**src/rtl/operand_link_pkg.sv**
```systemverilog
// Shared definitions for the byte-serial operand link, used by both the
// host-side transmitter and the receiver-side deserializer.
package operand_link_pkg;

  typedef enum logic [1:0] {
    IDLE     = 2'd0,
    SEND     = 2'd1,
    WAIT_ACK = 2'd2
  } link_state_t;

  localparam int BYTE_W        = 8;
  localparam int REG_WIDTH_DEF = 128;
  localparam int NBYTES        = REG_WIDTH_DEF / BYTE_W;

  // Byte k of a frame in transmission order (k = 0 is the most significant byte).
  function automatic logic [BYTE_W-1:0] frame_byte(
    input logic [REG_WIDTH_DEF-1:0] frame,
    input int                       k
  );
    frame_byte = frame[REG_WIDTH_DEF-1-k*BYTE_W -: BYTE_W];
  endfunction

endpackage

```
**src/rtl/operand_byte_tx_ack_timer.sv**
```systemverilog
// Saturating wait counter for the frame-consumed acknowledge; expired is
// high once the count has reached TIMEOUT-1.
module ack_timer #(
  parameter int TIMEOUT = 64
) (
  input  logic clk,
  input  logic rst_n,
  input  logic clear,
  input  logic enable,
  output logic expired
);

  localparam int                TMR_W = $clog2(TIMEOUT) + 1;
  localparam logic [TMR_W-1:0]  LIMIT = TMR_W'(TIMEOUT - 1);

  logic [TMR_W-1:0] count;

  // Holding at LIMIT instead of wrapping keeps expired stable until cleared.
  always_ff @(posedge clk or negedge rst_n) begin
    if (!rst_n) begin
      count <= '0;
    end else if (clear) begin
      count <= '0;
    end else if (enable && (count != LIMIT)) begin
      count <= count + 1'b1;
    end
  end

  assign expired = (count == LIMIT);

endmodule

```
**src/rtl/operand_byte_tx.sv**
```systemverilog
// Host-side transmitter: takes one REG_WIDTH-bit operand frame and sends it
// MSB byte first on contiguous cycles, then waits for the receiver's ack.
module operand_byte_tx
  import operand_link_pkg::*;
#(
  parameter int REG_WIDTH = 128,
  parameter int TIMEOUT   = 64
) (
  input  logic                 clk,
  input  logic                 rst_n,
  input  logic                 op_valid,
  output logic                 op_ready,
  input  logic [REG_WIDTH-1:0] op_data,
  output logic [BYTE_W-1:0]    byte_out,
  output logic                 byte_valid,
  output logic                 frame_start,
  input  logic                 ack_in,
  output logic                 frame_done,
  output logic                 tx_err
);

  localparam int               FRAME_BYTES = REG_WIDTH / BYTE_W;
  localparam int               CNT_W       = (FRAME_BYTES > 1) ? $clog2(FRAME_BYTES) : 1;
  localparam logic [CNT_W-1:0] LAST_CNT    = CNT_W'(FRAME_BYTES - 1);

  link_state_t          state;
  logic [CNT_W-1:0]     byte_cnt;
  logic [REG_WIDTH-1:0] shift_reg;
  logic                 timer_expired;

  assign op_ready = (state == IDLE);

  ack_timer #(
    .TIMEOUT (TIMEOUT)
  ) u_ack_timer (
    .clk     (clk),
    .rst_n   (rst_n),
    .clear   (state != WAIT_ACK),
    .enable  (state == WAIT_ACK),
    .expired (timer_expired)
  );

  // The first byte goes straight from op_data to byte_out on acceptance, so
  // shift_reg only ever holds the bytes still to be sent, left-aligned.
  always_ff @(posedge clk or negedge rst_n) begin
    if (!rst_n) begin
      state       <= IDLE;
      byte_cnt    <= '0;
      shift_reg   <= '0;
      byte_out    <= '0;
      byte_valid  <= 1'b0;
      frame_start <= 1'b0;
      frame_done  <= 1'b0;
      tx_err      <= 1'b0;
    end else begin
      frame_start <= 1'b0;
      frame_done  <= 1'b0;
      case (state)
        IDLE: begin
          if (op_valid) begin
            shift_reg   <= {op_data[REG_WIDTH-BYTE_W-1:0], {BYTE_W{1'b0}}};
            byte_out    <= op_data[REG_WIDTH-1 -: BYTE_W];
            byte_valid  <= 1'b1;
            frame_start <= 1'b1;
            byte_cnt    <= '0;
            tx_err      <= 1'b0;
            state       <= SEND;
          end
        end
        SEND: begin
          if (byte_cnt == LAST_CNT) begin
            byte_out   <= '0;
            byte_valid <= 1'b0;
            byte_cnt   <= '0;
            state      <= WAIT_ACK;
          end else begin
            byte_out  <= shift_reg[REG_WIDTH-1 -: BYTE_W];
            shift_reg <= {shift_reg[REG_WIDTH-BYTE_W-1:0], {BYTE_W{1'b0}}};
            byte_cnt  <= byte_cnt + 1'b1;
          end
        end
        WAIT_ACK: begin
          // An ack arriving on the expiry cycle still counts as success.
          if (ack_in) begin
            frame_done <= 1'b1;
            state      <= IDLE;
          end else if (timer_expired) begin
            tx_err <= 1'b1;
            state  <= IDLE;
          end
        end
        default: begin
          state <= IDLE;
        end
      endcase
    end
  end

endmodule

```
**config.mk**
```make
export PLATFORM = sky130hd
export DESIGN_NAME = operand_byte_tx
export DESIGN_NICKNAME = d
export VERILOG_FILES = /design/src/rtl/operand_link_pkg.sv /design/src/rtl/operand_byte_tx_ack_timer.sv /design/src/rtl/operand_byte_tx.sv
export SDC_FILE = /design/constraint.sdc
export NUM_CORES = 1
export LEC_CHECK = 0
export CORE_MARGIN = 3
export CORE_UTILIZATION = 40
export DETAILED_ROUTE_END_ITERATION = 8
export PLACE_DENSITY_LB_ADDON = 0.1
export REMOVE_ABC_BUFFERS = 1
export SYNTH_ARGS = -nofsm -noshare
export SYNTH_HDL_FRONTEND = slang
export SYNTH_SLANG_ARGS = --single-unit
```
**constraint.sdc**
```tcl
create_clock -name clk -period 3.5 [get_ports clk]
set_clock_uncertainty 0.05 [all_clocks]
set_input_delay 0.7 -clock clk [delete_from_list [all_inputs] [get_ports clk]]
set_output_delay 0.7 -clock clk [all_outputs]
set_load 0.01 [all_outputs]
```
After elaboration in Yosys (flattened, before gate mapping)
Cells that the tools add are included.

word-level totals
  register bits after elaboration = 153
  input bits = 132
  output and inout bits = 13
  logic and storage cells = 60

cells by class
  add/sub/neg operators = 2
  equal/unequal tests = 12
  multiplexer cells = 27
  reductions and logical operators = 10

operators with widths
  kind                 number
  $mux 128             2
  $pmux 128 s2         1
  $mux 8               2
  $pmux 8 s2           1
  $mux 7               2
  $ne 2x2->1 const B   6
  $mux 1               9
  $reduce_and 3->1     3
  $mux 2               4
  $mux 4               2
  $pmux 4 s2           1
  $add 7x1->7 const B  1
  $eq 7x6->1 const B   1
  $ne 7x6->1 const B   1
  $pmux 2 s3           1
  $reduce_bool 2->1    3
  $add 4x1->4 const B  1
  $eq 4x4->1 const B   1
  $pmux 1 s2           2
  $reduce_and 4->1     1
  $ne 3x3->1 const B   1
  $eq 2x1->1 const B   1
  $eq 2x2->1 const B   1
  $logic_not 2->1      1
  2 further kinds      2

Longest topological paths before layout
Gate-level depths: netlist of run 1.

  depth after elaboration = 4
  depth in mapped cells = 8
  mapped depth without buffers = 5

Cells and area by module
A second synthesis of run 1 with hierarchy kept.

second synthesis, totals
  cells, all modules = 486
  area, all modules = 7273.2 um^2

by module, submodules not included
  module           instances  cells each  area an instance (um^2)  sequential area each (um^2)
  operand_byte_tx  1          448         6864.1                   3453.3
  ack_timer        1          38          409.1                    175.2

Least setup slack after synthesis of run 1
Ideal clock, no wire load.

  kind = in2reg
  from = in op_valid
  to = reg shift_reg[100]
  library setup time = 0.125 ns
  data arrival time = 1.784 ns
  required time = 3.325 ns
  path slack = 1.541 ns
  cell stages on the path = 7
  buffers on the path = 3
  path through = o21ba_1 buf_2 o21ai_4 inv_2 buf_6 buf_6 mux2_4

between the ends
  word-level cells in the longest chain between the ends = 2

RTL lines
  item                               RTL line               source
  from (decl)                        operand_byte_tx.sv:11  input logic op_valid,
  $ne 2x2->1 (no source line)        --
  $reduce_and 3->1 (no source line)  --
  to (signal assigned)               operand_byte_tx.sv:61  shift_reg <= {op_data[REG_WIDTH-BYTE_W-1:0], {BYTE_W{1'b0}}};
  to (signal assigned)               operand_byte_tx.sv:78  shift_reg <= {shift_reg[REG_WIDTH-BYTE_W-1:0], {BYTE_W{1'b0}}};
  to (decl)                          operand_byte_tx.sv:28  logic [REG_WIDTH-1:0] shift_reg;

Every way passes these cells.
A chain may end at the register's enable or synchronous reset.

Worst setup path in the final report of run 1
  from = reg byte_cnt[0]
  to = reg shift_reg[68]

between the ends
  word-level cells in the longest chain between the ends = 3

RTL lines
  item                               RTL line               source
  from (decl)                        operand_byte_tx.sv:27  logic [CNT_W-1:0] byte_cnt;
  from (signal assigned)             operand_byte_tx.sv:79  byte_cnt <= byte_cnt + 1'b1;
  $eq 4x4->1                         operand_byte_tx.sv:71  if (byte_cnt == LAST_CNT) begin
  $ne 2x2->1 (no source line)        --
  $reduce_and 3->1 (no source line)  --

Every way passes these cells.

==> results of run 1 <==
-- metal layers --
layer | wire (um) | part of all wire | track usage
met5 | 0 | 0 | 0
met4 | 269 | 0.018 | 0.05405
met3 | 864 | 0.057 | 0.05190
met2 | 7265 | 0.48 | 0.2550
met1 | 6739 | 0.45 | 0.2072
-- synth_stat cells --
cell,count,area share
nand3b_1,1,0.0010
mux2_4,69,0.14
inv_1,13,0.0067
nor2b_1,3,0.0026
a21oi_1,12,0.0083
mux2_2,155,0.24
nor2_1,3,0.0015
a31oi_1,5,0.0043
nand2_1,6,0.0031
xnor2_1,1,0.0012
o21bai_1,1,0.0010
a21boi_0,1,0.0010
a41oi_1,1,0.0012
o32a_1,8,0.011
o32ai_1,2,0.0024
clkbuf_1,8,0.0041
and2_1,2,0.0017
nand2b_1,1,0.00086
inv_2,1,0.00052
nand3_1,2,0.0014
a211oi_1,2,0.0021
o21ba_1,1,0.0014
buf_2,14,0.0096
dfrtp_1,145,0.50
a22o_1,9,0.011
buf_6,11,0.017
ha_1,2,0.0034
nor3_1,2,0.0014
and4_1,1,0.0012
and3_1,9,0.0077
o21ai_0,7,0.0048
nand4_1,1,0.00086
o21ai_4,1,0.0022
o2111a_1,1,0.0015
-- worst max-delay path: stages (launching register included) --
cell	delay, ns
dfrtp_1	0.41
ha_1	0.22
nand3_1	0.35
o21ai_4	0.51
inv_6	0.29
buf_4	0.29
mux2_4	0.31
-- power groups by stage --
stage               clock (mW)  sequential (mW)  combinational, mW
floorplan                    0             2.73               3.33
global placement             0             2.82               4.37
detailed placement           0             2.85               4.48
CTS                       1.87             2.84               4.50
global route              1.95             2.93               4.78
finish                    1.82             2.84               4.43
-- metrics by stage --
stage / hold WS, ns / area [um^2] / cells
final: 0.2331 / 9519 / 883
after global routing: 0.2839 / 9519 / 883
after CTS: 0.2526 / 9519 / 883
after detailed placement: 0.4332 / 8925 / 851
after global placement: 0.4192 / 8925 / 851
after floorplan: 0.3544 / 7046 / 468
-- layout make-up --
type	count	area share
Clock inverter	14	0.01735
Inverter	14	0.006046
Tap cell	225	0.02957
Clock buffer	18	0.04508
Sequential cell	145	0.3812
Timing Repair Buffer	158	0.1665
Multi-Input combinational cell	309	0.3542
-- path summary, 6_finish.rpt --
path                                          from                    endpoint  slack (ns)
max                        byte_cnt[0]$_DFFE_PN0P_   shift_reg[68]$_DFFE_PN0P_        0.94
min                                          rst_n   shift_reg[47]$_DFFE_PN0P_        0.23
max reg2reg                byte_cnt[0]$_DFFE_PN0P_   shift_reg[68]$_DFFE_PN0P_        0.94
min reg2reg                byte_cnt[3]$_DFFE_PN0P_     byte_cnt[3]$_DFFE_PN0P_        0.44
max in group asynchronous                    rst_n  shift_reg[120]$_DFFE_PN0P_        2.20
min in group clk           byte_cnt[3]$_DFFE_PN0P_     byte_cnt[3]$_DFFE_PN0P_        0.44
-- cells by family (layout without fill, tap and decap cells) --
logic type      after synthesis  count (layout)
xor+xnor                      1               1
compound gates               51              51
mux                         224             224
buf+inv                      47             204
flops                       145             145
fa+ha+maj                     2               2
simple gates                 31              31
==> run_results.csv, run 1 <==
group,metric,value,unit
outcome,outcome,"finished, final reports clean",
clocking,clock_latency,0.42,ns
sta,hold_viol_final,0,
power,p_seq_frac,0.312,
job,drv_cap,0,
power,power_density,954.4,nW/um^2
power,power.leakage,4.429,nW
floorplan,fp.dieW,140.8,um
placement,place_ws,0.6541,ns
global_route,grt_overflow,0,
detailed_routing,wl_per_cell,17.14,um
detailed_routing,vias,4407,
min_path,holdCritPathClass,"in -> async",
power,pwr-share-clk,0.200,
worst_setup_path,cp-start-kind,"register",
worst_setup_path,rr_worst_depth,6,
placement,numPortBuffers,144,
clocking,cts_sinks,145,
clocking,cts_hold_buf,0,
logic_synthesis,seq_area_frac_synth,0.4991,
worst_setup_path,path_class,"reg -> reg",
logic_synthesis,netlist_area,7269,um^2
sta,maxSlewViolCount,0,
detailed_routing,drc_errors,0,
sta,post-route-period-util,0.7328,
sta,timing.final.ws_setup,0.9354,ns
power,swShare,0.2881,
power,p_int,6.467,mW
cells_and_area,multi_input_area,3372,um^2
cells_and_area,largest_reg_flops,120,
logic_synthesis,synth_cell_types,34,
global_route,grt_max_degree,116,
power,power.net_switching,2.617,mW
logic_synthesis,synth-compound-area-share,0.05215,
clocking,cts_buffers,17,
sta,max-slew-margin-rel,0.5546,
cells_and_area,syn2layout_area_growth,30.95,%
logic_synthesis,synth-seq-cells,145,
detailed_routing,first_pass_iters,4,
clocking,cts_root_buffer,"clkbuf_16",
logic_synthesis,synth-simple-area-share,0.02341,
floorplan,dieArea,19830,um^2
placement,place.gp.congestion,0.7329,
power,p_total,9.085,mW
worst_setup_path,cp.required,3.75,ns
global_route,grt_use_total,0.1602,
sta,rsz0062_at_grt,"no",
logic_synthesis,syn_inst,501,
worst_setup_path,cp.arrival,2.81,ns
logic_synthesis,synth_xor_area_frac,0.001205,
detailed_routing,viasPerCell,4.991,
cells_and_area,layout-drive-gt1-share,0.4149,
detailed_routing,drt_wl_total,15140,um
floorplan,initial_core_util,0.4145,
worst_setup_path,end_kind,"register",
placement,post-dp-hpwl,10270,um
cells_and_area,final_cell_mix,"mux2_2, dfrtp_1, clkdlybuf4s50_1, mux2_4, clkbuf_16",
floorplan,die_h,140.8,um
sta,fmax,389.9,MHz
clocking,cts_max_level,4,
global_route,grt_pass1_wl,25460,um
global_route,antenna_found_initial,0,
logic_synthesis,synthAdderAreaFrac,0.003442,
cells_and_area,final_common_cell,"mux2_2",
logic_synthesis,yosysWarnings,0,
clocking,cts_max_path_buffers,2,
sta,setup-tns-final,0,ns
detailed_routing,drtIter0Drc,140,
logic_synthesis,synth_mux_area_frac,0.3826,
clocking,postCtsSetupBuffers,0,
power,pwr-share-comb,0.487,
floorplan,coreArea,17540,um^2
cells_and_area,regArea,3628,um^2
clocking,cts_tree,"yes",
floorplan,io_pins,145,
power,max-vdd-ir-drop,0.0005923,V
clocking,clk_pin_slew_worst_paths,0.06,ns
cells_and_area,diodes,0,
cells_and_area,num-nets-final,779,
floorplan,num_rows,48,
detailed_routing,drt.antenna.violating_nets,0,
logic_synthesis,synth_top_family_by_area,"multiplexers",
clocking,post_cts_resized,0,
sta,min_period,2.565,ns
global_route,grt_pass1_vias,4955,
worst_setup_path,crit_fanout,42,
cells_and_area,n_fill_cell,1489,
sta,final-setup-viol-count,0,
cells_and_area,fin_util,0.5428,
sta,worst_pin_slew,0.6680,ns
logic_synthesis,syn_avg_cell_area,14.51,um^2
(Power assumes the default switching activity.)
==> inputs of run 2 (changes only) <==
==> constraint.sdc (replaced) <==
create_clock -name clk -period 2.16 [get_ports clk]
set_clock_uncertainty 0.05 [all_clocks]
set_input_delay 0.432 -clock clk [delete_from_list [all_inputs] [get_ports clk]]
set_output_delay 0.432 -clock clk [all_outputs]
set_load 0.01 [all_outputs]
==> run 2 against run 1 <==
Die area unchanged; global-route usage up 0.21 points; critical path depth down 3; non-clock buffer count up 16; sequential share of layout area down 0.79 points; via count up 2.0%; clock power up 51%; sequential power up 60%; critical endpoint is now op_ready; routed wire length up 0.78%; design area up 2.1%.
==> run_results.csv, run 2 (synthesized netlist as in run 1, its figures left out) <==
group,metric,value,unit
placement,place.gp.congestion,0.7808,
worst_setup_path,end_kind,"output port",
sta,max-slew-margin-rel,0.6770,
worst_setup_path,cp.arrival,1.49,ns
cells_and_area,stdcell_area,9723,um^2
clocking,cts_root_buffer,"clkbuf_16",
detailed_routing,topRoutingLayerUsed,"met4",
cells_and_area,n_fill_cell,1481,
clocking,postCtsSetupBuffers,0,
clocking,cts_tree,"yes",
min_path,hold_start,"shift_reg[10]$_DFFE_PN0P_",
min_path,holdCritPathClass,"reg -> reg",
cells_and_area,layout-drive-gt1-share,0.4235,
detailed_routing,drt.antenna.violating_nets,0,
power,power_density,1542,nW/um^2
floorplan,initial_core_util,0.4145,
sta,post-route-period-util,0.9139,
detailed_routing,drc_errors,0,
global_route,grt_max_degree,49,
worst_setup_path,path_class,"reg -> out",
placement,place_ws,0.04833,ns
cells_and_area,num-nets-final,795,
job,drv_cap,0,
placement,numPortBuffers,144,
detailed_routing,wl_met2,7570,um
worst_setup_path,reg2reg_slack,0.29,ns
sta,hold_viol_final,0,
clocking,clock_latency,0.41,ns
floorplan,die_h,140.8,um
floorplan,dieArea,19830,um^2
cells_and_area,diodes,0,
worst_setup_path,cp-start-kind,"register",
worst_setup_path,rr_worst_depth,5,
min_path,hold_depth,1,
placement,post-dp-hpwl,10710,um
power,max-vdd-ir-drop,0.0008318,V
worst_setup_path,rr_endpoint,"shift_reg[109]$_DFFE_PN0P_",
detailed_routing,drtIter0Drc,166,
min_path,hold_end,"shift_reg[10]$_DFFE_PN0P_",
placement,place_area,9163,um^2
cells_and_area,regArea,3630,um^2
power,power.leakage,4.560,nW
cells_and_area,syn2layout_area_growth,33.75,%
worst_setup_path,cp.required,1.68,ns
floorplan,fp.dieW,140.8,um
cells_and_area,final_cell_mix,"mux2_2, dfrtp_1, clkdlybuf4s50_1, mux2_4, clkbuf_16",
sta,final-setup-viol-count,0,
clocking,cts_max_level,4,
sta,min_period,1.974,ns
power,p_total,14.99,mW
detailed_routing,met3_length,929,um
sta,rsz0062_at_grt,"no",
sta,setup-tns-final,0,ns
detailed_routing,vias,4496,
sta,finalHoldWorstSlack,0.4414,ns
sta,fmax,506.6,MHz
clocking,cts_sinks,145,
detailed_routing,viasPerCell,5.007,
global_route,grt_overflow,0,
detailed_routing,wl_per_cell,16.99,um
global_route,grt_pass1_wl,25700,um
sta,worst_pin_slew,0.4846,ns
detailed_routing,met1Wirelength,6657,um
outcome,outcome,"finished, final reports clean",
global_route,antenna_found_initial,0,
clocking,cts_max_path_buffers,2,
clocking,cts_buffers,17,
clocking,clk_pin_slew_worst_paths,0.06,ns
sta,timing.final.ws_setup,0.1860,ns
worst_setup_path,reg2reg_from,"state[1]$_DFFE_PN0P_",
worst_setup_path,crit_fanout,9,
floorplan,coreArea,17540,um^2
global_route,grt_use_total,0.1623,
floorplan,num_rows,48,
cells_and_area,final_common_cell,"mux2_2",
floorplan,io_pins,145,
detailed_routing,first_pass_iters,5,
detailed_routing,drt_wl_total,15260,um
global_route,grt_pass1_vias,4889,
cells_and_area,multi_input_area,3372,um^2
cells_and_area,largest_reg_flops,120,
sta,maxSlewViolCount,0,
==> run 2: cell count changes in the layout (fill, tap and decap cells not counted), moves of 2 or more <==
cell	before	now
buf_12	3	13
buf_4	11	16
clkinvlp_4	5	0
clkbuf_8	0	4
clkbuf_1	1	4
bufinv_16	3	1
==> run 2: report_power, final <==
group	leakage [nW]	switching, mW	internal [mW]
Combinational	2.46	2.57	5.12
Sequential	1.83	0.603	3.95
Clock	0.277	1.06	1.69
==> run 2: what timing repair did <==
action,in CTS,in global routing
endpoints found under the hold margin,44,0
gates resized for setup,2,0
endpoints found under the setup margin,1,0
hold buffers,1,0
==> run 2: area by class of cell <==
class | instances | area share
sequential | 145 | 0.3733
multi-input combinational | 309 | 0.3468
timing repair buffer | 174 | 0.1884
clock buffer | 25 | 0.05096
tap | 225 | 0.02895
inverter | 14 | 0.005919
clock inverter | 6 | 0.005662
==> run 2: how the worst max path moves through the flow <==
| stage | startpoint | end | slack (ns) |
|---|---|---|---|
| after global routing | state[1]$_DFFE_PN0P_ | op_ready | 0.11 |
| final | state[1]$_DFFE_PN0P_ | op_ready | 0.19 |
| after CTS | state[1]$_DFFE_PN0P_ | op_ready | 0.16 |
| after detailed placement | op_valid | shift_reg[112]$_DFFE_PN0P_ | 0.05 |
| after global placement | op_valid | shift_reg[112]$_DFFE_PN0P_ | 0.05 |
| after floorplan | state[0]$_DFFE_PN0P_ | shift_reg[100]$_DFFE_PN0P_ | -4.57 |
==> run 2: critical path, cell delays in order (launching register included) <==
cell           delay, ns
dfrtp_2             0.48
buf_4               0.18
nor2_1              0.13
dlygate4sd2_1       0.29
==> run 2: per-layer routing <==
layer	up-vias	track usage
li1	2144	-
met1	2253	0.2088
met2	92	0.2641
met3	7	0.05733
met4	0	0.03825
met5	-	0
==> run 2: through the flow <==
stage	std cells	util
after CTS	898	0.5544
after global placement	866	0.5225
after global routing	898	0.5544
final	898	0.5544
after floorplan	468	-
after detailed placement	866	0.5225
